==> src/rtl/wb_queue_if.sv <==
// wb_queue_if -- bundle of all non-clock signals of the writeback queue.
//   master : producer/consumer side (execution results in, register-file writes out)
//   slave  : the queue itself
// Signals:
//   in_valid_a/b, in_addr_a/b, in_data_a/b : up to two results per cycle, A older than B
//   in_ready                               : room for two more results
//   wb_hold                                : downstream stall, no drain while high
//   write_port_1/2, write_data_1/2         : register-file writes, port 0 = no write
//   count                                  : occupied entries
//   err_overflow                           : sticky, result offered while not ready
//   fwd_addr, fwd_hit, fwd_data            : lookup of youngest queued value per register
interface wb_queue_if #(
    parameter int DEPTH = 8
);
    logic                     in_valid_a;
    logic                     in_valid_b;
    logic [4:0]               in_addr_a;
    logic [4:0]               in_addr_b;
    logic [63:0]              in_data_a;
    logic [63:0]              in_data_b;
    logic                     in_ready;
    logic                     wb_hold;
    logic [4:0]               write_port_1;
    logic [4:0]               write_port_2;
    logic [63:0]              write_data_1;
    logic [63:0]              write_data_2;
    logic [$clog2(DEPTH):0]   count;
    logic                     err_overflow;
    logic [4:0]               fwd_addr;
    logic                     fwd_hit;
    logic [63:0]              fwd_data;

    modport master (
        output in_valid_a, in_valid_b, in_addr_a, in_addr_b, in_data_a, in_data_b,
        output wb_hold, fwd_addr,
        input  in_ready, write_port_1, write_port_2, write_data_1, write_data_2,
        input  count, err_overflow, fwd_hit, fwd_data
    );

    modport slave (
        input  in_valid_a, in_valid_b, in_addr_a, in_addr_b, in_data_a, in_data_b,
        input  wb_hold, fwd_addr,
        output in_ready, write_port_1, write_port_2, write_data_1, write_data_2,
        output count, err_overflow, fwd_hit, fwd_data
    );
endinterface

==> src/rtl/wb_queue.sv <==
// wb_queue -- dual-issue writeback queue between execution and the register file.
// Circular FIFO of DEPTH {addr, data} entries. Accepts up to two results per cycle
// (A before B), drains up to two per cycle onto the register-file write ports.
// Ports:
//   clk     : rising-edge clock
//   reset_n : asynchronous active-low reset
//   bus     : wb_queue_if.slave (see interface header for signal list)
// Optional feature: define WBQ_FORWARD_EN to enable the fwd_addr lookup;
// otherwise fwd_hit/fwd_data are tied to 0.
module wb_queue #(
    parameter int DEPTH = 8
) (
    input  logic     clk,
    input  logic     reset_n,
    wb_queue_if.slave bus
);
    localparam int AW = $clog2(DEPTH);
    localparam int CW = AW + 1;

    logic [4:0]    addr_q [DEPTH];
    logic [63:0]   data_q [DEPTH];

    logic [AW-1:0] head_q, head_d, tail_q, tail_d;
    logic [CW-1:0] cnt_q, cnt_d;
    logic          err_q, err_d;

    logic [AW-1:0] head1, wr_idx_b;
    logic          acc_a, acc_b, pop1, pop2;
    logic [1:0]    n_enq, n_pop;

    // Readiness looks only at registered occupancy so it never depends on wb_hold.
    assign bus.in_ready = (cnt_q <= CW'(DEPTH - 2));

    // Zero-address results carry no register write; drop them without a slot.
    assign acc_a = bus.in_valid_a && bus.in_ready && (bus.in_addr_a != 5'd0);
    assign acc_b = bus.in_valid_b && bus.in_ready && (bus.in_addr_b != 5'd0);

    assign head1    = head_q + AW'(1);
    assign wr_idx_b = acc_a ? tail_q + AW'(1) : tail_q;

    // Second port only drains when it cannot overtake an older write to the same register.
    assign pop1 = !bus.wb_hold && (cnt_q != '0);
    assign pop2 = !bus.wb_hold && (cnt_q >= CW'(2)) && (addr_q[head1] != addr_q[head_q]);

    assign bus.write_port_1 = pop1 ? addr_q[head_q] : 5'd0;
    assign bus.write_data_1 = pop1 ? data_q[head_q] : 64'd0;
    assign bus.write_port_2 = pop2 ? addr_q[head1]  : 5'd0;
    assign bus.write_data_2 = pop2 ? data_q[head1]  : 64'd0;

    assign n_enq = {1'b0, acc_a} + {1'b0, acc_b};
    assign n_pop = {1'b0, pop1}  + {1'b0, pop2};

    always_comb begin
        head_d = head_q + AW'(n_pop);
        tail_d = tail_q + AW'(n_enq);
        cnt_d  = cnt_q + CW'(n_enq) - CW'(n_pop);
        err_d  = err_q | ((bus.in_valid_a | bus.in_valid_b) & ~bus.in_ready);
    end

    always_ff @(posedge clk or negedge reset_n) begin
        if (!reset_n) begin
            head_q <= '0;
            tail_q <= '0;
            cnt_q  <= '0;
            err_q  <= 1'b0;
        end else begin
            head_q <= head_d;
            tail_q <= tail_d;
            cnt_q  <= cnt_d;
            err_q  <= err_d;
        end
    end

    // Storage needs no reset: emptiness is tracked by cnt_q alone.
    always_ff @(posedge clk) begin
        if (acc_a) begin
            addr_q[tail_q] <= bus.in_addr_a;
            data_q[tail_q] <= bus.in_data_a;
        end
        if (acc_b) begin
            addr_q[wr_idx_b] <= bus.in_addr_b;
            data_q[wr_idx_b] <= bus.in_data_b;
        end
    end

    assign bus.count        = cnt_q;
    assign bus.err_overflow = err_q;

`ifdef WBQ_FORWARD_EN
    logic [AW-1:0] fidx;

    // Walk oldest to youngest so the last match (youngest) wins.
    always_comb begin
        bus.fwd_hit  = 1'b0;
        bus.fwd_data = 64'd0;
        fidx         = head_q;
        for (int i = 0; i < DEPTH; i++) begin
            fidx = head_q + AW'(i);
            if ((CW'(i) < cnt_q) && (bus.fwd_addr != 5'd0) && (addr_q[fidx] == bus.fwd_addr)) begin
                bus.fwd_hit  = 1'b1;
                bus.fwd_data = data_q[fidx];
            end
        end
    end
`else
    logic unused_fwd;
    assign unused_fwd   = ^bus.fwd_addr;
    assign bus.fwd_hit  = 1'b0;
    assign bus.fwd_data = 64'd0;
`endif
endmodule
==> src/flat_wrapper.sv <==
// flat-port wrapper written by rule: the top's interface ports become plain ports
module wb_queue_flat 
#(
    parameter int DEPTH = 8
)
  (clk, reset_n, bus_in_valid_a, bus_in_valid_b, bus_in_addr_a, bus_in_addr_b, bus_in_data_a, bus_in_data_b, bus_wb_hold, bus_fwd_addr, bus_in_ready, bus_write_port_1, bus_write_port_2, bus_write_data_1, bus_write_data_2, bus_count, bus_err_overflow, bus_fwd_hit, bus_fwd_data);
  wb_queue_if #(.DEPTH(DEPTH)) bus_i ();
  input  logic clk;
  input  logic reset_n;
  input wire logic [$bits(bus_i.in_valid_a)-1:0] bus_in_valid_a;
  input wire logic [$bits(bus_i.in_valid_b)-1:0] bus_in_valid_b;
  input wire logic [$bits(bus_i.in_addr_a)-1:0] bus_in_addr_a;
  input wire logic [$bits(bus_i.in_addr_b)-1:0] bus_in_addr_b;
  input wire logic [$bits(bus_i.in_data_a)-1:0] bus_in_data_a;
  input wire logic [$bits(bus_i.in_data_b)-1:0] bus_in_data_b;
  input wire logic [$bits(bus_i.wb_hold)-1:0] bus_wb_hold;
  input wire logic [$bits(bus_i.fwd_addr)-1:0] bus_fwd_addr;
  output wire logic [$bits(bus_i.in_ready)-1:0] bus_in_ready;
  output wire logic [$bits(bus_i.write_port_1)-1:0] bus_write_port_1;
  output wire logic [$bits(bus_i.write_port_2)-1:0] bus_write_port_2;
  output wire logic [$bits(bus_i.write_data_1)-1:0] bus_write_data_1;
  output wire logic [$bits(bus_i.write_data_2)-1:0] bus_write_data_2;
  output wire logic [$bits(bus_i.count)-1:0] bus_count;
  output wire logic [$bits(bus_i.err_overflow)-1:0] bus_err_overflow;
  output wire logic [$bits(bus_i.fwd_hit)-1:0] bus_fwd_hit;
  output wire logic [$bits(bus_i.fwd_data)-1:0] bus_fwd_data;
  assign bus_i.in_valid_a = bus_in_valid_a;
  assign bus_i.in_valid_b = bus_in_valid_b;
  assign bus_i.in_addr_a = bus_in_addr_a;
  assign bus_i.in_addr_b = bus_in_addr_b;
  assign bus_i.in_data_a = bus_in_data_a;
  assign bus_i.in_data_b = bus_in_data_b;
  assign bus_i.wb_hold = bus_wb_hold;
  assign bus_i.fwd_addr = bus_fwd_addr;
  assign bus_in_ready = bus_i.in_ready;
  assign bus_write_port_1 = bus_i.write_port_1;
  assign bus_write_port_2 = bus_i.write_port_2;
  assign bus_write_data_1 = bus_i.write_data_1;
  assign bus_write_data_2 = bus_i.write_data_2;
  assign bus_count = bus_i.count;
  assign bus_err_overflow = bus_i.err_overflow;
  assign bus_fwd_hit = bus_i.fwd_hit;
  assign bus_fwd_data = bus_i.fwd_data;
  wb_queue #(.DEPTH(DEPTH)) u_core (.clk(clk), .reset_n(reset_n), .bus(bus_i));
endmodule
==> config.mk <==
export PLATFORM = sky130hd
export DESIGN_NAME = wb_queue_flat
export DESIGN_NICKNAME = d
export VERILOG_FILES = /design/src/rtl/wb_queue_if.sv /design/src/rtl/wb_queue.sv /design/src/flat_wrapper.sv
export SDC_FILE = /design/constraint.sdc
export NUM_CORES = 1
export LEC_CHECK = 0
export ABC_AREA = 1
export ABC_CLOCK_PERIOD_IN_PS = 9600
export CAP_MARGIN = 0
export CORE_MARGIN = 2
export CORE_UTILIZATION = 41
export DETAILED_ROUTE_END_ITERATION = 6
export SYNTH_ARGS = -nofsm -noshare
export SYNTH_HDL_FRONTEND = slang
export SYNTH_SLANG_ARGS = --single-unit
export TNS_END_PERCENT = 20
==> constraint.sdc <==
create_clock -name clk -period 9.6 [get_ports clk]
set_clock_uncertainty 0.2 [all_clocks]
set_input_delay 2.4 -clock clk [delete_from_list [all_inputs] [get_ports clk]]
set_output_delay 2.4 -clock clk [all_outputs]
set_load 0.01 [all_outputs]
# ---- Word level (Yosys, flattened, before mapping)
# Memories as Yosys holds them, arrays and structs flattened.
# Cells that the tools add are included.
dict set report totals {
  ff_bits 11
  ram_bits 552
  out_inout_bits 209
  latch_bits 0
  n_memories 2
  mem_bits_ro 0
}
# name depth width read_ports rd_ports_with_merged_regs wr line_no
set memory_table {}
lappend memory_table {u_core.data_q 8 64 2 0 2 wb_queue.sv:21} ;# logic [63:0] data_q [DEPTH];
lappend memory_table {u_core.addr_q 8 5 2 0 2 wb_queue.sv:20} ;# logic [4:0] addr_q [DEPTH];
dict set report op_classes {
  n_mul 0
  n_addsub 8
  div_mod_pow 0
  n_reduce_logical 11
  n_mux 9
  n_shift 0
  n_lt_le_gt_ge 2
  n_eq_ne 1
  n_bitwise 4
}
# op count
set ops {}
lappend ops {{$mux 64} 2}
lappend ops {{$mux 5} 2}
lappend ops {{$reduce_bool 5->1} 2}
lappend ops {{$logic_and 1x1->1} 7}
lappend ops {{$add 3x1->3 const B} 2}
lappend ops {{$add 3x2->3} 2}
lappend ops {{$ne 5x5->1} 1}
lappend ops {{$add 1x1->2} 2}
lappend ops {{$add 4x2->4} 1}
lappend ops {{$ge 4x2->1 const B} 1}
lappend ops {{$le 4x3->1 const B} 1}
lappend ops {{$mux 1} 4}
lappend ops {{$reduce_bool 4->1} 1}
lappend ops {{$sub 4x2->4} 1}
lappend ops {{$mux 3} 1}
lappend ops {{$or 1x1->1} 2}
lappend ops {{$and 1x1->1} 1}
lappend ops {{$logic_not 1->1} 1}
lappend ops {{$not 1->1} 1}

# ---- Depth between registers and ports, before layout
dict set report logic_depth {
  word_depth 6
  mapped_depth 23
  depth_no_buf 20
}

# ---- Worst setup path after synthesis
# No wires, ideal clock.
dict set report synth_timing {
  path_type {input to register}
  startpoint {in bus_in_addr_a[1]}
  endpoint {mem u_core.addr_q[2][0] (enable)}
  n_path_buf 0
  required_ns 8.799
  cell_stages 4
  setup_time_ns 0.601
  t_arrival_ns 7.936
  slack_ns 0.862
  cell_sequence {inv_1 nand3_1 nand2_4 o32ai_1}
}
# item line_no
set synth_lines {}
lappend synth_lines {{start: declaration} flat_wrapper.sv:12} ;# input wire logic [$bits(bus_i.in_addr_a)-1:0] bus_in_addr_a;
lappend synth_lines {{end: declaration} wb_queue.sv:20}

# ---- Worst setup path in the final report
dict set report layout_timing {
  startpoint {reg u_core.head_q[0]}
  endpoint {out bus_write_data_2[18]}
}
dict set report layout_via {
  elab_chain_cells 5
}
# item line_no
set layout_rtl {}
lappend layout_rtl {{start: declaration} wb_queue.sv:23} ;# logic [AW-1:0] head_q, head_d, tail_q, tail_d;
lappend layout_rtl {{start signal: assignment} wb_queue.sv:62} ;# head_q <= '0;
lappend layout_rtl {{start signal: assignment} wb_queue.sv:67} ;# head_q <= head_d;
lappend layout_rtl {{$add 3x1->3} wb_queue.sv:38} ;# assign head1 = head_q + AW'(1);
lappend layout_rtl {{$mem_v2 8x5} -}
lappend layout_rtl {{$ne 5x5->1} wb_queue.sv:43} ;# assign pop2 = !bus.wb_hold && (cnt_q >= CW'(2)) && (addr_q[head1] != addr_q[head_q]);
lappend layout_rtl {{$logic_and 1x1->1} wb_queue.sv:43}
lappend layout_rtl {{$mux 64 *} wb_queue.sv:48} ;# assign bus.write_data_2 = pop2 ? data_q[head1] : 64'd0;
lappend layout_rtl {{end: declaration} flat_wrapper.sv:22} ;# output wire logic [$bits(bus_i.write_data_2)-1:0] bus_write_data_2;
# Mark *: on every way between the ends. The rest lies on a longest branch, timed or not.

==> impl_results.md <==
* Wl on met1 at 47100 µm
* Crit-path leading delay family: simple AND/OR/NAND/NOR gates
* # DRC at 0
* Die Area at 85800 µm²
* Routed wire length at 110000 µm
* H-tree depth at 3
* Synth warn at 0
* DRT Pass-1 Iters at 5
* Fin crit share at 81.4%
* Cts bufs inserted at 67
* R2r endpoint: u_core.bus.count[1]
* CTS Hold Bufs at 0
* Placement Cell Area at 37000 µm²
* RSZ-0062 raised after global routing: no
* Initial antenna violation count at 7
* Total grt overflow at 0
* Antenna-violating nets left at 0
* Die Wd at 293 µm
* Mean area per synthesized cell at 8.10 µm²
* Total Power at 14.0 mW
* Final hold vios at 0
* Worst r2r src: u_core.head_q[0]
* Leading area contributor after synthesis: edfxtp_1
* Crit path launch type: register
* Hold depth at 1
* Vias at 30000
* Top cells by area, synth: edfxtp_1 48%, nand2_1 12%, o21ai_0 7.0%, o21ai_1 5.7%, nor2_1 3.7%
* Yosys cell types at 39
* Critical path cell sequence: ha_1, xnor2_2, buf_4, nand3_1, nand2_1, nand2_1, nand2_1, nand2_1, nor2_1, nand2_1, nand2_4, nor2_1, clkdlybuf4s50_1
* Worst VDD drop at 0.000276 V
* Hold Path Sink: u_core.bus.err_overflow
* Site Rows at 105
* Uppermost layer routed: met5
* Fin util at 47.4%
* Max Clock Freq at 0.128 GHz
* Post-synth EDFFs at 552
* CORE AREA at 82400 µm²
* Post-synth top area share at 48.4%
* Post-cts sizing count at 0
* Gpl congestion at 0.807
* Max_cap viols at 0
* Clock latency on the worst-skew pair at 0.60 ns
* CP max stage delay at 0.82 ns
* Fin area at 39100 µm²
* Dpl hpwl at 60800 µm
* Post-CTS Setup Bufs at 0
* Minimum clock period at 7.82 ns
* Cell mode on critical path: nand2_1
* First-pass GRT wire length at 165000 µm
* Register area share after synthesis at 49.2%
* Pin count of the biggest net entering global routing at 239
* Pwr dens at 359 nW/µm²
* CTS tree: done
* Critical Path RT at 7.00 ns
* Root buf cell: clkbuf_16
* WP buf/inv at 2
* Fin nets at 4434
* Cells after Synth at 4224
* Register-to-register setup slack at 3.82 ns
* Critical Path End Type: output port
* CP Class: register to output port
* Synth Cell Area at 34200 µm²
* I/O pin count at 357
* Count of input and output buffers at 286
* Sink Count at 563
* Routed wl met2 at 52200 µm
* Worst relative slew slack at 21.2%
* Most common cell after layout, fill and taps aside: nand2_1
* Initial Utilization at 41.5%
* R2R depth at 19
* Worst EP arrival at 5.22 ns
* Outcome: finished, final reports clean
* Die height at 293 µm
* Area Growth Syn to Fin at 14.1%
* Final setup fails at 0
* Crit-path max FO at 70
* Longest Clk Path Bufs at 3
* Detail Route met3 WL at 7670 µm
* Wire per inst at 20.5 µm
* Worst-margin pin slew at 1.18 ns
* DRT iter0 DRCs at 2526
* Final Max Slew Viols at 0
* CP max stage cell: buf_4
* Commonest non-fill, non-tap cells in the layout: 1072 x nand2_1, 552 x edfxtp_1, 477 x o21ai_0
* GRT Util Overall at 25.1%
* HP Start: u_core.bus.err_overflow
* Clock transition at path regs at 0.06 ns
* Leakage at 14.7 nW
* Vias in the first global route at 27800
* Via density at 5.57
* Setup TNS at 0 ns
* Hold Crit Class: register to register
* Synth async-reset ratio at 1.95%
* Fraction of final layout cells sized beyond drive strength 1 at 4.42%
* Top FF cell, synth: edfxtp_1
* Yosys reg bits at 563
==> sequential cells by signal, summed over array words and instances, names as in the netlist <==
| signal | flops |
|---|---|
| u_core.addr_q | 40 |
| u_core.bus.count | 4 |
| u_core.bus.err_overflow | 1 |
| u_core.data_q | 512 |
| u_core.head_q | 3 |
| u_core.tail_q | 3 |
==> through the flow <==
step           instances  hold slack, ns  setup WS, ns
3_5_place_dp        5271           0.275          2.07
5_1_grt             5391           0.311          1.42
3_3_place_gp        5271           0.268          2.10
4_1_cts             5388           0.295          1.69
6_report            5391           0.297          1.78
2_1_floorplan       4288           0.302         0.862
==> how the worst max path moves through the flow <==
stage,cells after the start,slack [ns],startpoint,end
final,13,1.78,u_core.head_q[0],bus_write_data_2[18]
after global routing,13,1.42,u_core.head_q[0],bus_write_data_2[18]
after CTS,13,1.69,u_core.head_q[0],bus_write_data_2[18]
after detailed placement,6,2.07,bus_wb_hold,bus_write_data_1[23]
after global placement,6,2.10,bus_wb_hold,bus_write_data_1[2]
after floorplan,4,0.86,bus_in_addr_a[1],u_core.addr_q[2][0]
==> report_power, final <==
group | internal (mW) | switching, mW | total, mW | leakage (nW)
clock network | 1.38 | 1.02 | 2.40 | 0.987
logic | 2.59 | 5.24 | 7.84 | 8.60
registers | 3.49 | 0.293 | 3.78 | 5.14
==> cell families (layout without fill, tap and decap cells) <==
group,count (synthesis),in the layout,synth area share (%)
xor+xnor,7,7,0.201
compound gates,1360,1360,21.9
buf+inv,672,702,9.41
flops,563,563,49.2
simple gates,1605,1605,18.6
other cells,1,68,0.0110
fa+ha+maj,16,16,0.673
==> synthesized netlist by cell type (4+ instances only) <==
cell	n
a21oi_1	194
a31oi_1	65
a32oi_1	64
buf_1	23
buf_2	120
buf_4	95
buf_6	25
clkbuf_1	148
dfrtp_1	11
edfxtp_1	552
fa_1	4
ha_1	12
inv_1	253
inv_2	6
nand2_1	1073
nand2_2	17
nand2_4	5
nand3_1	166
nor2_1	334
nor2_2	4
o211ai_1	83
o21ai_0	479
o21ai_1	393
o21ai_2	11
o22ai_1	65
xnor2_1	4
==> layout make-up <==
cell class	instances	area, µm²
Clock inverter	30	219
Inverter	260	997
Antenna cell	3	7.51
Timing Repair Buffer	325	3270
Multi-Input combinational cell	3053	14600
Tap cell	1070	1340
Clock buffer	87	1800
Fill cell	7879	43300
Sequential cell	563	16900
==> layer usage <==
metal | vias to the layer above | track usage (%)
met5 | - | 0
met4 | 8 | 9.62
met3 | 193 | 3.33
met2 | 1105 | 42.1
met1 | 14100 | 33.0
li1 | 14600 | -
Power figures use the tool's default switching activity.
